`src/rtl/instr_assembler.sv`:
```
// instr_assembler: packs R/I/J instruction fields into 32-bit words and
// queues them in a DEPTH-entry FIFO. Each emitted word is tagged with a byte
// address that starts at BASE_ADDR and advances by 4 per output handshake.
// A tuple with the reserved format (fmt=11) is accepted and dropped, and it
// sets the sticky err flag.
// Optional feature macro: INSTR_ASM_BYPASS_EN. When it is defined and the FIFO
// is empty, a valid input word is presented on the output in the same cycle.
module instr_assembler #(
  parameter int          DEPTH     = 4,
  parameter logic [31:0] BASE_ADDR = 32'h0000_3000
) (
  input  logic        clk,
  input  logic        reset,
  input  logic        in_valid,
  output logic        in_ready,
  input  logic [1:0]  fmt,
  input  logic [5:0]  opcode,
  input  logic [4:0]  rs,
  input  logic [4:0]  rt,
  input  logic [4:0]  rd,
  input  logic [4:0]  shamt,
  input  logic [5:0]  func,
  input  logic [15:0] imm16,
  input  logic [25:0] imm26,
  output logic        out_valid,
  input  logic        out_ready,
  output logic [31:0] out_instr,
  output logic [31:0] out_addr,
  output logic        err
);

  localparam int AW = (DEPTH > 1) ? $clog2(DEPTH) : 1;
  localparam logic [AW:0] FULL_COUNT = (AW + 1)'(DEPTH);

  // Field packing by format; the reserved format produces an all-zero word
  // that is never stored.
  function automatic logic [31:0] pack_word(
    input logic [1:0]  f,
    input logic [5:0]  op,
    input logic [4:0]  s,
    input logic [4:0]  t,
    input logic [4:0]  d,
    input logic [4:0]  sh,
    input logic [5:0]  fn,
    input logic [15:0] i16,
    input logic [25:0] i26
  );
    logic [31:0] w;
    case (f)
      2'b00:   w = {op, s, t, d, sh, fn};
      2'b01:   w = {op, s, t, i16};
      2'b10:   w = {op, i26};
      default: w = 32'h0000_0000;
    endcase
    return w;
  endfunction

  logic [31:0]   mem [DEPTH];
  logic [AW-1:0] wr_ptr;
  logic [AW-1:0] rd_ptr;
  logic [AW:0]   count;

  logic        full;
  logic        empty;
  logic        reserved;
  logic        in_fire;
  logic        out_fire;
  logic        push;
  logic        pop;
  logic [31:0] packed_word;

  assign full        = (count == FULL_COUNT);
  assign empty       = (count == '0);
  assign reserved    = (fmt == 2'b11);
  assign packed_word = pack_word(fmt, opcode, rs, rt, rd, shamt, func, imm16, imm26);
  assign in_ready    = !full;
  assign in_fire     = in_valid && in_ready;
  assign out_fire    = out_valid && out_ready;

`ifdef INSTR_ASM_BYPASS_EN
  logic bypass_act;

  // With an empty FIFO a valid word goes straight to the output; it is only
  // queued when the sink is not ready to take it this cycle.
  always_comb begin
    bypass_act = empty && in_valid && !reserved;
    out_valid  = !empty || bypass_act;
    out_instr  = 32'h0000_0000;
    if (!empty) begin
      out_instr = mem[rd_ptr];
    end else if (bypass_act) begin
      out_instr = packed_word;
    end
    pop  = out_fire && !empty;
    push = in_fire && !reserved && !(bypass_act && out_ready);
  end
`else
  // Registered-only output: the head of the FIFO, zero while empty.
  always_comb begin
    out_valid = !empty;
    out_instr = empty ? 32'h0000_0000 : mem[rd_ptr];
    pop       = out_fire;
    push      = in_fire && !reserved;
  end
`endif

  // Storage array; contents are meaningless outside the occupied range so it
  // carries no reset.
  always_ff @(posedge clk) begin
    if (push) begin
      mem[wr_ptr] <= packed_word;
    end
  end

  // Pointers and occupancy; pointers wrap naturally as DEPTH is a power of two.
  always_ff @(posedge clk or negedge reset) begin
    if (!reset) begin
      wr_ptr <= '0;
      rd_ptr <= '0;
      count  <= '0;
    end else begin
      if (push) begin
        wr_ptr <= wr_ptr + AW'(1);
      end
      if (pop) begin
        rd_ptr <= rd_ptr + AW'(1);
      end
      if (push && !pop) begin
        count <= count + (AW + 1)'(1);
      end else if (pop && !push) begin
        count <= count - (AW + 1)'(1);
      end
    end
  end

  // Output address advances one word per completed output handshake.
  always_ff @(posedge clk or negedge reset) begin
    if (!reset) begin
      out_addr <= BASE_ADDR;
    end else if (out_fire) begin
      out_addr <= out_addr + 32'd4;
    end
  end

  // Sticky flag for accepted reserved-format tuples.
  always_ff @(posedge clk or negedge reset) begin
    if (!reset) begin
      err <= 1'b0;
    end else if (in_fire && reserved) begin
      err <= 1'b1;
    end
  end

endmodule

```
`config.mk`:
```
export PLATFORM = sky130hd
export DESIGN_NAME = instr_assembler
export DESIGN_NICKNAME = d
export VERILOG_FILES = /design/src/rtl/instr_assembler.sv
export SDC_FILE = /design/constraint.sdc
export NUM_CORES = 1
export LEC_CHECK = 0
export ABC_CLOCK_PERIOD_IN_PS = 6300
export BUFFER_PORTS_ARGS = -buffer_cell sky130_fd_sc_hd__clkbuf_2
export CAP_MARGIN = 0
export CORE_ASPECT_RATIO = 0.5
export CORE_MARGIN = 2
export CORE_UTILIZATION = 59
export CTS_CLUSTER_DIAMETER = 50
export DETAILED_ROUTE_END_ITERATION = 16
export PLACE_DENSITY = 0.82
export SETUP_SLACK_MARGIN = 0.5
export SYNTH_ARGS = -nofsm -noshare
export SYNTH_HDL_FRONTEND = slang
export SYNTH_SLANG_ARGS = --single-unit
```
`constraint.sdc`:
```
create_clock -name clk -period 6.3 [get_ports clk]
set_input_delay 0.63 -clock clk [delete_from_list [all_inputs] [get_ports clk]]
set_output_delay 0.63 -clock clk [all_outputs]
set_load 0.05 [all_outputs]
```
* Yosys cells after proc, flatten, opt, wreduce, memory -nomap -nowiden
Memory sizes are Yosys's and may differ from the RTL's.
Cells that the tools add are included.
** Cells by class
- Add/sub/neg operators :: 5
- Equal/unequal tests :: 4
- Muxes and demuxes :: 6
- Reductions and logical operators :: 14
** Operators by type and width (number)
- 32-bit case mux with 3 select lines :: 1
- 32-bit by 3-bit adder with 32-bit output (second input constant) :: 1
- 32-bit two-way mux :: 1
- 1-bit logical AND :: 6
- 3-bit two-way mux :: 2
- 1-bit logical NOT :: 5
- 2-bit by 1-bit adder with 2-bit output (second input constant) :: 2
- 2-bit equality test (second input constant) :: 2
- 3-bit by 1-bit adder with 3-bit output (second input constant) :: 1
- 3-bit equality test (second input constant) :: 1
- 3-bit logical NOT :: 1
- 3-bit by 1-bit subtractor with 3-bit output (second input constant) :: 1
- 2-bit by 1-bit equality test with 1-bit output (second input constant) :: 1
- 2-bit logical NOT :: 1
- 1-bit two-way mux :: 2
- 2-bit nonzero test :: 1
** Word-level totals
- Bits in registers :: 40
- RAM bits :: 128
- Output and inout bits :: 67
- Word-level logic and storage cells :: 35
- Memories kept :: 1
** Memory list
- mem :: words 4, width 32, read ports 1, clocked after memory_dff 0, write ports 1, line 58 : logic [31:0] mem [DEPTH];

* Longest topological paths before layout
- Depth in word-level cells :: 8
- Depth in mapped cells :: 10
- Gate-level depth less buffers :: 9

* Worst setup path before layout
No wires, ideal clock.
- Path type :: register to register
- Start point :: reg count[2]
- End point :: mem mem[0][0] (enable)
- Library setup time :: 0.392 ns
- Data arrival time :: 2.186 ns
- Data required time :: 5.908 ns
- Slack :: 3.722 ns
- Cell stages (with the launch flop) :: 5
- Buffers on the path :: 0
- Cell sequence :: dfrtp_1 -> or3b_1 -> nand2_1 -> a21oi_1 -> and2_1
** Between the ends
- Longest elaborated chain between the ends :: 6
** Ends and longest elaborated chain
- start, declared :: line 61 : logic [AW:0] count;
- start signal, assigned :: line 129 : count <= count + (AW + 1)'(1);
- start signal, assigned :: line 131 : count <= count - (AW + 1)'(1);
- 3-bit equality test :: line 72 : assign full = (count == FULL_COUNT);
- 1-bit logical NOT :: line 76 : assign in_ready = !full;
- named net in_ready :: line 15 : output logic in_ready,
- 1-bit logical AND :: line 77 : assign in_fire = in_valid && in_ready;
- 1-bit logical AND :: line 103 : push = in_fire && !reserved;
- named net push :: line 68 : logic push;
- 1-bit two-way mux :: line 110 : if (push) begin
- 1-bit two-way mux (implied by the code) :: line 111 : mem[wr_ptr] <= packed_word;
- end, declared :: line 58
The timed path passes the listed nets, and every way through them passes these cells.

* Final worst setup path
- Start point :: reg rd_ptr[0]
- End point :: out out_instr[2]
** Between the ends
- Longest elaborated chain between the ends :: 2
** Ends and longest elaborated chain
- start, declared :: line 60 : logic [AW-1:0] rd_ptr;
- start signal, assigned :: line 126 : rd_ptr <= rd_ptr + AW'(1);
- memory read 4 x 32 bit
- 32-bit two-way mux :: line 101 : out_instr = empty ? 32'h0000_0000 : mem[rd_ptr];
- end, declared :: line 27 : output logic [31:0] out_instr,
Every way passes these cells.

==> summary.md <==
| Metric | Value |
|---|---|
| Outcome | `completed` |
| Slew margin rel. | `a little over a fifth` |
| Die height | `82.0 um` |
| FMAX | `approximately 340 MHz` |
| Min cycle time layout | `roughly 3000 ps` |
| Setup TNS | `0 ps` |
| Overall power | `4.20 mW` |
| Yosys warning count | `0` |
| P per Cell Area | `484 mW/mm2` |
| Nature of the critical path startpoint | `register` |
| CTS Buf Count | `17` |
| Combinational share of power | `38.2%` |
| Ys flop type | `edfxtp_1` |
| Max_cap viols | `0` |
| Router iterations before antenna repair | `5` |
| Sequential fraction of design power | `roughly a third` |
| Hold Path Class | `in2async` |
| CP max-delay cell | `mux4_2` |
| Yosys reg bits | `roughly 170` |
| Sequential area share after synthesis | `around two thirds` |
| Final Non-Filler Cells | `780` |
| Crit path kind | `reg2out` |
| Antenna violations before repair | `0` |
| Worst EP arrival | `between 2000 and 2500 ps` |
| Final Net Count | `just under 700` |
| # DRC | `0` |
| Worst Tran Pin Value | `between 1000 and 1500 ps` |
| Core Util, Final | `roughly three quarters` |
| Cell accounting for the most synthesized area | `edfxtp_1` |
| Detailed placement HPWL | `~9000 um` |
| Post-Syn Instances | `458` |
| Synth top area share | `53.5%` |
| Ys async rst share | `a little under a quarter` |
| Slowest Stage Delay on Critical Path | `roughly 610 ps` |
| Die X | `~160 um` |
| WL per Instance | `approximately 19 um` |
| Mapped Area | `about 0.0072 mm2` |
| Final hold violations | `0` |
| Cell Int Power | `roughly 2.6 mW` |
| Worst Path Required | `roughly 5700 ps` |
| Clock Power Share | `26.6%` |
| TritonCTS sink count | `about 170` |
| GRT Overall Usage | `a little under a quarter` |
| I/O Pins | `between 100 and 150` |
| Leak | `roughly 3.5 nW` |
| Via count | `between 4000 and 5000` |
| Buf/Inv on CP | `2` |
| I/O Buffers | `144` |
| Worst-path cell chain | `buf_4 > mux4_2 > nor2b_1 > clkbuf_2` |
| Final worst-path cycle share | `47.2%` |
| Post-Place Worst Slack | `approximately 3300 ps` |
| Post-CTS Setup Bufs | `0` |
| Drt initial violations | `approximately 280` |
| Root buffer cell | `clkbuf_16` |
| Initial core utilization | `about three fifths` |
| Inserted Diodes | `0` |
| CTS tree | `built` |
| Flop-to-flop setup slack | `around 3900 ps` |
| Cell row count | `28` |
| Die area | `around 0.013 mm2` |
| Count of cell types in the netlist | `37` |
| Worst-Skew Late Latency | `420 ps` |
| H-tree Lvls | `4` |
| Max Fanout on Critical Path | `32` |
| Share of cells above drive strength 1 | `37.2%` |
| # setup viols final | `0` |
| Final ANT Viol Nets | `0` |
| Placed insts | `roughly 750` |
| Sw frac | `between 30% and 40%` |
| Final Worst Setup Slack | `3320 ps` |
| Clk buf depth | `2` |
| Vias in the first global route | `4258` |
| Final setup skew | `a little over 8 ps` |
| Gpl congestion | `0.732` |
| CP delay by family, top | `buffers and inverters` |
| Maximum vdd drop | `approximately 0.00025 V` |
| WL final | `roughly 15000 um` |
| Area of the core | `0.0118 mm2` |
| Most area-consuming cells after synthesis | `edfxtp_1, dfrtp_1, mux4_2` |
| Post-Syn Area per Cell | `approximately 16 um2` |
| # hold bufs at CTS | `0` |
| Area Overhead vs Synth | `20.8%` |
| PostCTS Resize Cnt | `0` |
| CTS clk-pin slew, worst paths | `around 70 ps` |
| EDFF count, synth | `128` |
| First-pass GRT wire length | `~22000 um` |
| RSZ-0062 raised after global routing | `false` |
| Max Slew Vio Count | `0` |
| Via density per instance | `between 5 and 6` |
| Largest net degree at the start of global routing | `39` |
| GRT overflow | `0` |
| P_sw | `around 1.7 mW` |
| Setup crit end kind | `primary output` |
[power groups by stage]
stage	clock network [mW]	logic (mW)	registers [mW]
after global routing	1.18	1.69	1.49
after CTS	1.13	1.62	1.48
after floorplan	0	1.21	1.53
after detailed placement	0	1.61	1.50
final	1.12	1.61	1.48
after global placement	0	1.59	1.48
[routing by layer]
metal | track usage, % | up-vias | share of wire, %
met4 | 9.64 | 0 | 1.9
met5 | 0 | - | 0
met2 | 40.6 | 186 | 51
met1 | 27.6 | 2171 | 40
li1 | - | 1969 | -
met3 | 7.47 | 27 | 7.2
[worst paths after layout]
check | startpoint | endpoint | depth (start not counted)
min in group clk | err | err | 1
worst min register to register | err | err | 1
worst max register to register | count[0] | mem[1][25] | 4
worst max-delay path | rd_ptr[0] | out_instr[2] | 4
max in group asynchronous | reset | rd_ptr[0] | 1
worst min-delay path | reset | out_addr[16] | 1
[cell type report]
| cell class | count | area, um2 |
|---|---|---|
| tap | 165 | 206 |
| clock buffer | 17 | 425 |
| sequential | 166 | 4800 |
| timing repair buffer | 147 | 743 |
| fill | 758 | 3160 |
| clock inverter | 15 | 214 |
| inverter | 18 | 67.6 |
| multi-input combinational | 252 | 2220 |
[sequential cells by signal, indices dropped and copies added (netlist names)]
name	cells
wr_ptr	2
count	3
mem	128
out_addr	30
err	1
rd_ptr	2
[placed cells by master, fill, tap and decap left out, types with 17 or more instances in the layout]
cell type / synthesis / final
clkbuf_16: 0 / 17
clkbuf_2: 0 / 144
dfrtp_1: 36 / 35
edfxtp_1: 128 / 128
inv_1: 17 / 17
mux4_2: 32 / 32
nand2_1: 42 / 42
nor2b_1: 34 / 34
o21ai_0: 24 / 24
xnor2_1: 29 / 29
[per-stage QoR]
stage | area [um2] | hold WS [ps]
2_1_floorplan | 7190 | 334
3_3_place_gp | 8040 | 460
3_5_place_dp | 8040 | 466
4_1_cts | 8680 | 370
5_1_grt | 8680 | 403
6_report | 8680 | 346
[synthesized netlist by cell type, types with 3 or more instances]
| cell | n |
|---|---|
| and2_1 | 10 |
| and3_1 | 4 |
| buf_2 | 6 |
| buf_4 | 3 |
| clkbuf_1 | 13 |
| dfrtp_1 | 36 |
| edfxtp_1 | 128 |
| ha_1 | 6 |
| inv_1 | 17 |
| mux2i_1 | 16 |
| mux4_2 | 32 |
| nand2_1 | 42 |
| nand3_1 | 10 |
| nand4_1 | 10 |
| nor2_1 | 7 |
| nor2b_1 | 34 |
| nor4_4 | 3 |
| o21ai_0 | 24 |
| xnor2_1 | 29 |
| xor2_1 | 6 |
[cell families after synthesis]
group | after synthesis | synth area share [%]
flops | 166 | 66.8
fa+ha+maj | 7 | 1.32
mux | 50 | 12.6
simple gates | 130 | 10.5
buf+inv | 41 | 2.51
compound gates | 28 | 1.99
xor+xnor | 35 | 4.27
other cells | 1 | 0.0522
No activity file was read; power rests on OpenSTA's default activity.
